--- config.mk ---
export PLATFORM = sky130hd
export DESIGN_NAME = dc_write_buffer_flat
export DESIGN_NICKNAME = d
export VERILOG_FILES = /design/src/rtl/dc_write_buffer_pkg.sv /design/src/rtl/dc_write_buffer_if.sv /design/src/rtl/dc_write_buffer_wb_fifo.sv /design/src/rtl/dc_write_buffer.sv /design/src/flat_wrapper.sv
export SDC_FILE = /design/constraint.sdc
export NUM_CORES = 1
export LEC_CHECK = 0
export ABC_CLOCK_PERIOD_IN_PS = 2800
export BUFFER_PORTS_ARGS = -buffer_cell sky130_fd_sc_hd__buf_2
export CAP_MARGIN = 25
export CELL_PAD_IN_SITES_DETAIL_PLACEMENT = 1
export CELL_PAD_IN_SITES_GLOBAL_PLACEMENT = 1
export CORE_ASPECT_RATIO = 0.75
export CORE_UTILIZATION = 43
export DETAILED_ROUTE_END_ITERATION = 7
export PLACE_DENSITY_LB_ADDON = 0.15
export SLEW_MARGIN = 20
export SYNTH_ARGS = -nofsm -noshare
export SYNTH_HDL_FRONTEND = slang
export SYNTH_SLANG_ARGS = --single-unit
--- constraint.sdc ---
create_clock -name clk -period 2.8 [get_ports clk]
set_clock_uncertainty 0.05 [all_clocks]
set_input_delay 0.28 -clock clk [delete_from_list [all_inputs] [get_ports clk]]
set_output_delay 0.28 -clock clk [all_outputs]
set_load 0.02 [all_outputs]
--- src/rtl/dc_write_buffer_pkg.sv ---
`default_nettype none
// ============================================================================
// Package     : dc_write_buffer_pkg
// Description : Shared constants for the data-cache posted write buffer:
//               default geometry, pointer width helper, FSM state encoding
//               and the word-address slice used for hit comparison.
// Revision    : 1.0 - initial release
// ============================================================================
package dc_write_buffer_pkg;

    localparam int c_DEPTH_DEFAULT = 4;
    localparam int c_AW_DEFAULT    = 32;
    localparam int c_DW_DEFAULT    = 32;

    // Byte-offset bits below this index are ignored when comparing words
    localparam int c_WORD_LSB = 2;

    // Drain/read FSM encoding
    localparam logic [1:0] c_ST_IDLE = 2'd0;
    localparam logic [1:0] c_ST_RD   = 2'd1;
    localparam logic [1:0] c_ST_WR   = 2'd2;

    localparam int c_PTR_W_DEFAULT = $clog2(c_DEPTH_DEFAULT);

    // Pointer width for a power-of-two depth (at least one bit)
    function automatic int ptr_width(input int depth);
        return (depth <= 2) ? 1 : $clog2(depth);
    endfunction

endpackage
`default_nettype wire

--- src/rtl/dc_write_buffer_if.sv ---
`default_nettype none
// ============================================================================
// Interface   : dc_write_buffer_if
// Description : Cache-side and arbiter-side signals of the posted write
//               buffer. The buffer uses the slave view; the cache/arbiter
//               environment uses the master view.
// Revision    : 1.0 - initial release
// ============================================================================
interface dc_write_buffer_if #(
    parameter int AW = 32,
    parameter int DW = 32
);
    // cache side
    logic          cache_write;
    logic          cache_read;
    logic [AW-1:0] cache_addr;
    logic [DW-1:0] cache_wdata;
    logic          cache_accept;
    logic          cache_ready;
    logic [DW-1:0] cache_rdata;
    logic          wb_empty;

    // arbiter / memory side
    logic          mem_read_req;
    logic          mem_write_req;
    logic          mem_grant;
    logic          mem_ready;
    logic [AW-1:0] mem_addr;
    logic [DW-1:0] mem_wdata;
    logic [DW-1:0] mem_rdata;

    modport slave (
        input  cache_write, cache_read, cache_addr, cache_wdata,
        input  mem_grant, mem_ready, mem_rdata,
        output cache_accept, cache_ready, cache_rdata, wb_empty,
        output mem_read_req, mem_write_req, mem_addr, mem_wdata
    );

    modport master (
        output cache_write, cache_read, cache_addr, cache_wdata,
        output mem_grant, mem_ready, mem_rdata,
        input  cache_accept, cache_ready, cache_rdata, wb_empty,
        input  mem_read_req, mem_write_req, mem_addr, mem_wdata
    );

endinterface
`default_nettype wire

--- src/rtl/dc_write_buffer_wb_fifo.sv ---
`default_nettype none
// ============================================================================
// Module      : dc_write_buffer_wb_fifo
// Description : Circular store of {address, data} write entries with
//               per-entry valid bits and a parallel word-address compare
//               against the current cache address.
// Revision    : 1.0 - initial release
// ============================================================================
module dc_write_buffer_wb_fifo
    import dc_write_buffer_pkg::*;
#(
    parameter  int DEPTH = c_DEPTH_DEFAULT,
    parameter  int AW    = c_AW_DEFAULT,
    parameter  int DW    = c_DW_DEFAULT,
    localparam int PW    = ptr_width(DEPTH)
) (
    input  wire logic          clk,
    input  wire logic          rst,
    input  wire logic          i_push,
    input  wire logic [AW-1:0] i_addr,
    input  wire logic [DW-1:0] i_data,
    input  wire logic          i_pop,
    input  wire logic [AW-1:0] i_cmp_addr,
    output logic               o_full,
    output logic               o_empty,
    output logic [PW:0]        o_count,
    output logic [AW-1:0]      o_head_addr,
    output logic [DW-1:0]      o_head_data,
    output logic               o_hit
);

    localparam logic [PW-1:0] c_PTR_ONE = PW'(1);
    localparam logic [PW:0]   c_FULL    = (PW+1)'(DEPTH);

    logic [AW-1:0]    r_addr [DEPTH];
    logic [DW-1:0]    r_data [DEPTH];
    logic [DEPTH-1:0] r_valid;
    logic [PW-1:0]    r_head;
    logic [PW-1:0]    r_tail;
    logic [PW:0]      r_count;
    logic             r_empty;

    logic             w_push;
    logic             w_pop;
    logic [PW:0]      w_count_next;
    logic [DEPTH-1:0] w_match;

    // Guard push/pop against full/empty using the count at cycle start
    assign w_push = i_push && (r_count != c_FULL);
    assign w_pop  = i_pop  && (r_count != '0);

    // Next occupancy; a simultaneous push and pop leaves it unchanged
    always_comb begin
        w_count_next = r_count;
        case ({w_push, w_pop})
            2'b10:   w_count_next = r_count + 1'b1;
            2'b01:   w_count_next = r_count - 1'b1;
            default: w_count_next = r_count;
        endcase
    end

    // Entry payload storage, written at the tail
    always_ff @(posedge clk) begin
        if (w_push) begin
            r_addr[r_tail] <= i_addr;
            r_data[r_tail] <= i_data;
        end
    end

    // Pointers, occupancy, valid bits and the registered empty flag
    always_ff @(posedge clk) begin
        if (rst) begin
            r_head  <= '0;
            r_tail  <= '0;
            r_count <= '0;
            r_valid <= '0;
            r_empty <= 1'b1;
        end else begin
            if (w_push) begin
                r_tail          <= r_tail + c_PTR_ONE;
                r_valid[r_tail] <= 1'b1;
            end
            if (w_pop) begin
                r_head          <= r_head + c_PTR_ONE;
                r_valid[r_head] <= 1'b0;
            end
            r_count <= w_count_next;
            r_empty <= (w_count_next == '0);
        end
    end

    // Word-granular compare of every live entry against the cache address
    for (genvar i = 0; i < DEPTH; i++) begin : g_cmp
        assign w_match[i] = r_valid[i] &&
            (r_addr[i][AW-1:c_WORD_LSB] == i_cmp_addr[AW-1:c_WORD_LSB]);
    end

    assign o_hit       = |w_match;
    assign o_full      = (r_count == c_FULL);
    assign o_empty     = r_empty;
    assign o_count     = r_count;
    assign o_head_addr = r_addr[r_head];
    assign o_head_data = r_data[r_head];

endmodule
`default_nettype wire

--- src/rtl/dc_write_buffer.sv ---
`default_nettype none
// ============================================================================
// Module      : dc_write_buffer
// Description : Posted write buffer between the write-back data cache and
//               the memory arbiter. Writes are absorbed and drained in
//               order; read misses bypass pending drains, read hits wait
//               until every matching entry has drained.
// Revision    : 1.0 - initial release
// ============================================================================
module dc_write_buffer
    import dc_write_buffer_pkg::*;
#(
    parameter int DEPTH = c_DEPTH_DEFAULT,
    parameter int AW    = c_AW_DEFAULT,
    parameter int DW    = c_DW_DEFAULT
) (
    input  wire logic        clk,
    input  wire logic        rst,
    dc_write_buffer_if.slave bus
);

    localparam int PW = ptr_width(DEPTH);

    logic [1:0]    r_state;
    logic          r_mem_read_req;
    logic          r_mem_write_req;
    logic [AW-1:0] r_mem_addr;
    logic [DW-1:0] r_mem_wdata;
    logic          r_cache_ready;
    logic [DW-1:0] r_cache_rdata;

    logic          w_enq;
    logic          w_deq;
    logic          w_full;
    logic          w_empty;
    logic          w_hit;
    logic [PW:0]   w_count;
    logic [AW-1:0] w_head_addr;
    logic [DW-1:0] w_head_data;
    logic          w_mem_done;

    // A pending read blocks new writes so the read never sees a younger write
    assign w_enq      = bus.cache_write && !bus.cache_read && !w_full && !rst;
    assign w_mem_done = bus.mem_grant && bus.mem_ready;
    assign w_deq      = (r_state == c_ST_WR) && w_mem_done;

    dc_write_buffer_wb_fifo #(
        .DEPTH (DEPTH),
        .AW    (AW),
        .DW    (DW)
    ) u_fifo (
        .clk         (clk),
        .rst         (rst),
        .i_push      (w_enq),
        .i_addr      (bus.cache_addr),
        .i_data      (bus.cache_wdata),
        .i_pop       (w_deq),
        .i_cmp_addr  (bus.cache_addr),
        .o_full      (w_full),
        .o_empty     (w_empty),
        .o_count     (w_count),
        .o_head_addr (w_head_addr),
        .o_head_data (w_head_data),
        .o_hit       (w_hit)
    );

    // Arbiter handshake FSM: read misses first, otherwise drain the head
    always_ff @(posedge clk) begin
        if (rst) begin
            r_state         <= c_ST_IDLE;
            r_mem_read_req  <= 1'b0;
            r_mem_write_req <= 1'b0;
            r_mem_addr      <= '0;
            r_mem_wdata     <= '0;
            r_cache_ready   <= 1'b0;
            r_cache_rdata   <= '0;
        end else begin
            r_cache_ready <= 1'b0;
            case (r_state)
                c_ST_IDLE: begin
                    // The cache still holds cache_read in its ready cycle;
                    // ignore it then so the read is not issued twice.
                    if (bus.cache_read && !w_hit && !r_cache_ready) begin
                        r_state        <= c_ST_RD;
                        r_mem_read_req <= 1'b1;
                        r_mem_addr     <= bus.cache_addr;
                    end else if (w_count != '0) begin
                        r_state         <= c_ST_WR;
                        r_mem_write_req <= 1'b1;
                        r_mem_addr      <= w_head_addr;
                        r_mem_wdata     <= w_head_data;
                    end
                end
                c_ST_RD: begin
                    if (w_mem_done) begin
                        r_state        <= c_ST_IDLE;
                        r_mem_read_req <= 1'b0;
                        r_cache_rdata  <= bus.mem_rdata;
                        r_cache_ready  <= 1'b1;
                    end
                end
                c_ST_WR: begin
                    if (w_mem_done) begin
                        r_state         <= c_ST_IDLE;
                        r_mem_write_req <= 1'b0;
                    end
                end
                default: begin
                    r_state         <= c_ST_IDLE;
                    r_mem_read_req  <= 1'b0;
                    r_mem_write_req <= 1'b0;
                end
            endcase
        end
    end

    assign bus.cache_accept  = w_enq;
    assign bus.cache_ready   = r_cache_ready;
    assign bus.cache_rdata   = r_cache_rdata;
    assign bus.wb_empty      = w_empty;
    assign bus.mem_read_req  = r_mem_read_req;
    assign bus.mem_write_req = r_mem_write_req;
    assign bus.mem_addr      = r_mem_addr;
    assign bus.mem_wdata     = r_mem_wdata;

endmodule
`default_nettype wire

--- src/flat_wrapper.sv ---
// flat-port wrapper written by rule: the top's interface ports become plain ports
module dc_write_buffer_flat import dc_write_buffer_pkg::*;
#(
    parameter int DEPTH = c_DEPTH_DEFAULT,
    parameter int AW    = c_AW_DEFAULT,
    parameter int DW    = c_DW_DEFAULT
)
  (clk, rst, bus_cache_write, bus_cache_read, bus_cache_addr, bus_cache_wdata, bus_mem_grant, bus_mem_ready, bus_mem_rdata, bus_cache_accept, bus_cache_ready, bus_cache_rdata, bus_wb_empty, bus_mem_read_req, bus_mem_write_req, bus_mem_addr, bus_mem_wdata);
  dc_write_buffer_if #(.AW(AW), .DW(DW)) bus_i ();
  input  wire logic clk;
  input  wire logic rst;
  input wire logic [$bits(bus_i.cache_write)-1:0] bus_cache_write;
  input wire logic [$bits(bus_i.cache_read)-1:0] bus_cache_read;
  input wire logic [$bits(bus_i.cache_addr)-1:0] bus_cache_addr;
  input wire logic [$bits(bus_i.cache_wdata)-1:0] bus_cache_wdata;
  input wire logic [$bits(bus_i.mem_grant)-1:0] bus_mem_grant;
  input wire logic [$bits(bus_i.mem_ready)-1:0] bus_mem_ready;
  input wire logic [$bits(bus_i.mem_rdata)-1:0] bus_mem_rdata;
  output wire logic [$bits(bus_i.cache_accept)-1:0] bus_cache_accept;
  output wire logic [$bits(bus_i.cache_ready)-1:0] bus_cache_ready;
  output wire logic [$bits(bus_i.cache_rdata)-1:0] bus_cache_rdata;
  output wire logic [$bits(bus_i.wb_empty)-1:0] bus_wb_empty;
  output wire logic [$bits(bus_i.mem_read_req)-1:0] bus_mem_read_req;
  output wire logic [$bits(bus_i.mem_write_req)-1:0] bus_mem_write_req;
  output wire logic [$bits(bus_i.mem_addr)-1:0] bus_mem_addr;
  output wire logic [$bits(bus_i.mem_wdata)-1:0] bus_mem_wdata;
  assign bus_i.cache_write = bus_cache_write;
  assign bus_i.cache_read = bus_cache_read;
  assign bus_i.cache_addr = bus_cache_addr;
  assign bus_i.cache_wdata = bus_cache_wdata;
  assign bus_i.mem_grant = bus_mem_grant;
  assign bus_i.mem_ready = bus_mem_ready;
  assign bus_i.mem_rdata = bus_mem_rdata;
  assign bus_cache_accept = bus_i.cache_accept;
  assign bus_cache_ready = bus_i.cache_ready;
  assign bus_cache_rdata = bus_i.cache_rdata;
  assign bus_wb_empty = bus_i.wb_empty;
  assign bus_mem_read_req = bus_i.mem_read_req;
  assign bus_mem_write_req = bus_i.mem_write_req;
  assign bus_mem_addr = bus_i.mem_addr;
  assign bus_mem_wdata = bus_i.mem_wdata;
  dc_write_buffer #(.DEPTH(DEPTH), .AW(AW), .DW(DW)) u_core (.clk(clk), .rst(rst), .bus(bus_i));
endmodule
Word-level counts from Yosys, hierarchy flattened
Memories as Yosys holds them, arrays and structs flattened. A register that Yosys moved wholly into a read port is not among the register bits.
Index checks and enable logic that the tools add are counted.
{ "word_totals": {"input_bits": 102, "register_bits": 81, "n_memories": 2, "wordCells": 102, "ramBits": 256, "output_inout_bits": 101} }
{ "mem_list": {"columns": ["name", "words", "width", "rd", "rd_clocked_by_memory_dff", "write_ports", "line", "source"], "rows": [
  ["u_core.u_fifo.r_addr", 4, 32, 5, 1, 1, "dc_write_buffer_wb_fifo.sv:35", "logic [AW-1:0] r_addr [DEPTH];"],
  ["u_core.u_fifo.r_data", 4, 32, 1, 1, 1, "dc_write_buffer_wb_fifo.sv:36", "logic [DW-1:0] r_data [DEPTH];"]
]} }
{ "classes": {"n_lt_le_gt_ge": 4, "bitwise_logic": 6, "reduce_logical": 33, "n_addsub": 4, "muxes": 25, "n_eq_ne": 17} }
{ "ops": {"columns": ["op", "count"], "rows": [
  ["== test 30 bit", 4],
  ["2-to-1 mux 32 bit", 2],
  ["logical AND 1 bit", 15],
  ["2-to-1 mux 4 bit", 3],
  ["2-to-1 mux 2 bit", 5],
  ["!= test 2 x 1 -> 1 bit (second input constant)", 5],
  ["2-to-1 mux 1 bit", 9],
  ["less-than comparator 2 x 3 -> 1 bit (second input constant)", 2],
  ["one-hot mux 1 bit (3 select lines)", 2],
  ["one-hot mux 3 bit (2 select lines)", 1],
  ["AND reduction 2 bit", 3],
  ["AND reduction 3 bit", 2],
  ["zero test 1 bit", 5],
  ["adder 2 x 1 -> 2 bit (second input constant)", 2],
  ["AND 4 bit", 1],
  ["demux 1 bit (select 2 bit)", 2],
  ["== test 2 x 1 -> 1 bit (second input constant)", 2],
  ["== test 2 bit (second input constant)", 2],
  [">= comparator 2 x 1 -> 1 bit (second input constant)", 2],
  ["inverter 4 bit", 1],
  ["OR 4 bit", 1],
  ["one-hot mux 2 bit (2 select lines)", 1],
  ["AND reduction 4 bit", 1],
  ["OR reduction 2 bit", 2],
  ["other kinds (12)", 14]
]} }

Logic depth before layout (Yosys ltp)
{ "depth": {"depth_word": 9, "depth_mapped": 12, "ltp_nobuf": 11} }

Modules after synthesis
From an unflattened synthesis, not the netlist that was laid out.
{ "hier_totals": {"hier_cells": 1161, "hier_area_um2": 16060.4} }
{ "by_module_without_submodules": {"columns": ["module", "seq_area_each_um2", "area_per_inst_um2", "cells_each", "n_inst"], "rows": [
  ["dc_write_buffer_wb_fifo", 7967.6, 11518.5, 580, 1],
  ["dc_write_buffer", 2021.9, 4541.9, 581, 1]
]} }

Worst setup path after synthesis
Ideal clock, no wire load.
{ "synth_path": {"kind": "input to register", "start": "in rst", "end": "mem u_core.u_fifo.r_addr[1][0] (enable)", "n_path_buf": 1, "arrival_time_ps": 2790, "required_time_ps": 2320, "cell_stages": 5, "setup_ps": 430, "slack_ps": -470, "path_cell_list": "buf_2 nor2_1 nand2_1 a21oi_1 and2_1"} }
{ "synth_between": {"elab_chain_len": 5} }
{ "synth_lines": {"columns": ["element", "line", "source"], "rows": [
  ["start: declaration", "flat_wrapper.sv:11", "input wire logic rst;"],
  ["zero test 1 bit", "dc_write_buffer.sv:43", "assign w_enq = bus.cache_write && !bus.cache_read && !w_full && !rst;"],
  ["logical AND 1 bit", "dc_write_buffer.sv:43", null],
  ["net bus_cache_accept", "flat_wrapper.sv:19", "output wire logic [$bits(bus_i.cache_accept)-1:0] bus_cache_accept;"],
  ["logical AND 1 bit", "dc_write_buffer_wb_fifo.sv:49", "assign w_push = i_push && (r_count != c_FULL);"],
  ["2-to-1 mux 1 bit", "dc_write_buffer_wb_fifo.sv:64", "if (w_push) begin"],
  ["2-to-1 mux 1 bit (implied by the code)", "dc_write_buffer_wb_fifo.sv:65", "r_addr[r_tail] <= i_addr;"],
  ["end: declaration", "dc_write_buffer_wb_fifo.sv:35", null]
]} }
The timed path passes the listed nets, and every way through them passes these cells.

==> run_results.csv <==
group,metric,value,unit
synth,async_flop_share,0,%
clock_network,tritoncts,"done",
die,die_w,222,um
placed_design,gp_congestion,0.841,
timing,maxSlewHeadroom,31.7,%
clock_network,path_clk_slew,0.06,ns
hold_path,min_delay_path_depth,1,
detailed_routing,num_vias,9766,
die,coreArea,35100,um2
synth,syn_area,15600,um2
job,maxCapViolations,0,
grt,grt_usage,22.5,%
clock_network,cts-buffers-inserted,39,
final_layout,final_util,55.3,%
grt,overflow,0,
critical_path,r2r_setup_slack,0.11,ns
grt,grt_max_degree,85,
synth,synthesis.nets,1166,
detailed_routing,drt_iter0_markers,607,
power,power,12.5,mW
timing,hold_violations,0,
clock_network,cts-root-buf,"clkbuf_16",
timing,slew_viol_final,0,
grt,grt_pass1_vias,10200,
synth,synth_top_area_share,49.4,%
synth,synth_largest_area_cell,"edfxtp_1",
final_layout,final_cell_mix,"256 x edfxtp_1, 201 x buf_2, 113 x dfxtp_1, 96 x xnor2_1, 71 x dlygate4sd3_1",
final_layout,multi_input_area,5050,um2
die,initial_core_util,44.3,%
final_layout,final_common_cell,"edfxtp_1",
synth,ys_warn_count,0,
power,peakVddDrop,0.388,mV
power,leakage,6.94,nW
synth,yosysSeqAreaShare,64.2,%
clock_network,clk_latency,0.55,ns
clock_network,clockBufferDepth,3,
synth,synth_area_leaders,"edfxtp_1 49%, dfxtp_1 15%, mux4_2 9.3%",
timing,fmax,372,MHz
synth,yosys_register_bits,371,
timing,grt_setup_unrepaired,"false",
critical_path,reg2reg_depth,9,
timing,worstMarginPinSlew,1.02,ns
placed_design,portBuffers,202,
critical_path,end_kind,"register",
detailed_routing,remaining_drc_errors,0,
die,ios,203,
detailed_routing,vias_per_cell,5.29,
synth,syn_inst,1051,
detailed_routing,wirelength,41800,um
timing,setup-violations-final,0,
final_layout,layout.nets,1470,
hold_path,hp-class,"input port to register",
critical_path,crit_fanout,8,
critical_path,crit_type,"register to register",
grt,grt_antenna_before_repair,2,
clock_network,htree_levels,2,
die,dieHeight,167,um
critical_path,required,3.12,ns
final_layout,register_area,9990,um2
synth,syn_avg_cell_area,14.8,um2
final_layout,final_layout_size_suffix_gt1_share,32.7,%
grt,grt_pass1_wl,62800,um
detailed_routing,detail_route.wl_per_cell,22.6,um
die,die_area,36900,um2
timing,fin_crit_sh,95.9,%
critical_path,crit_arrival,3.01,ns
synth,synth_edf_count,256,
clock_network,clkSinkCount,371,
synth,synth_cell_type_count,40,
timing,finalCriticalPeriod,2.69,ns
final_layout,nFillCells,3419,
final_layout,area_growth_syn_to_layout,25.1,%
die,rows,59,
placed_design,dpl.hpwl,26700,um
critical_path,cp-start-kind,"register",
detailed_routing,first_pass_iters,5,
status,status,"finished clean",
detailed_routing,antenna_left,0,
synth,synth_ff_type,"edfxtp_1",
power,p_per_area,642,nW/um2
## layer usage
metal	GRT usage [%]	up-vias	part of all wire, %
met4	4.59	0	1.4
met3	4.39	44	5.2
met2	34.8	254	45
met5	0	-	0
li1	-	4478	-
met1	33.0	4990	48
## sequential cells by signal, indices dropped and copies added (netlist names), 2 cells and up, named ones only
name and flops:
u_core.u_fifo.r_addr 128, u_core.u_fifo.r_data 128, u_core.bus.cache_rdata 32, u_core.bus.mem_addr 32, u_core.bus.mem_wdata 32, u_core.u_fifo.r_valid 4
u_core.u_fifo.o_count 3, u_core.r_state 2, u_core.u_fifo.r_head 2, u_core.u_fifo.r_tail 2
## synthesized netlist by cell type, drive strengths merged, types with 2 or more instances
cell / count
a211oi: 8
a21oi: 38
a221oi: 33
and2: 4
and3: 2
buf: 50
clkbuf: 33
dfxtp: 115
edfxtp: 256
ha: 12
inv: 43
mux2i: 66
mux4: 64
nand2: 68
nand3: 4
nand4: 25
nor2: 46
nor2b: 2
nor4: 12
o21ai: 3
or2: 32
or3: 2
xnor2: 100
xor2: 24
## critical path, stage by stage, from the launching register on
cell and delay [ns]:
edfxtp_1 0.43, xnor2_2 0.32, nand4_1 0.27, nor4_2 0.25, a41oi_2 0.22, a311oi_4 0.31, buf_6 0.19, buf_6 0.20
mux2i_1 0.20, nor2_1 0.06
## per-stage QoR
stage / hold slack, ns / setup slack [ns] / instances / setup TNS, ns / cell area (um2)
floorplan: 0.329 / 0.120 / 1051 / 0 / 15600
global placement: 0.389 / -0.191 / 1696 / -5.23 / 17400
detailed placement: 0.399 / -0.170 / 1696 / -4.93 / 17400
CTS: 0.00195 / 0.0206 / 1839 / 0 / 19300
global route: 0.0144 / 0.000453 / 1843 / 0 / 19400
finish: 0.0157 / 0.115 / 1845 / 0 / 19400
## final timing paths
kind                              start                           to
max          u_core.u_fifo.r_addr[2][5]      u_core.bus.mem_wdata[5]
min                  bus_cache_addr[15]  u_core.u_fifo.r_addr[2][15]
max reg2reg  u_core.u_fifo.r_addr[2][5]      u_core.bus.mem_wdata[5]
min reg2reg   u_core.bus.cache_rdata[1]    u_core.bus.cache_rdata[1]
## power breakdown
part           switching [mW]  internal (mW)  total [mW]
registers              0.0824           6.02        6.10
clock network            2.16           2.90        5.06
logic                   0.771          0.543        1.31
total                    3.02           9.46        12.5
## cell type report
type | count | share of cell area [%]
Sequential cell | 371 | 51.4
Multi-Input combinational cell | 554 | 26.0
Timing Repair Buffer | 346 | 12.5
Clock buffer | 54 | 5.57
Tap cell | 457 | 2.94
Inverter | 43 | 0.830
Clock inverter | 18 | 0.753
Antenna cell | 2 | 0.0257
## cell families (layout without fill, tap and decap cells)
| kind of cell | Yosys count | in the layout | synth area share [%] |
|---|---|---|---|
| adder cells (fa/ha/maj) | 13 | 13 | 1.09 |
| AO/OA/AOI/OAI | 87 | 87 | 3.99 |
| buffers and inverters | 126 | 461 | 3.86 |
| XOR/XNOR | 124 | 124 | 7.03 |
| flip-flops | 371 | 371 | 64.2 |
| AND/OR/NAND/NOR | 200 | 200 | 6.27 |
| multiplexers | 130 | 130 | 13.5 |
| other | 0 | 2 | 0 |
## what timing repair did
| item | in CTS | in global routing |
|---|---|---|
| gates resized for setup | 2 | 14 |
| pin swaps | 0 | 8 |
| cloned | 0 | 2 |
| hold buffers | 71 | 0 |
| setup endpoints to repair | 34 | 56 |
| setup buffers | 0 | 2 |
| hold endpoints to repair | 177 | 0 |
Note: power is estimated with default switching activity, not from simulation.
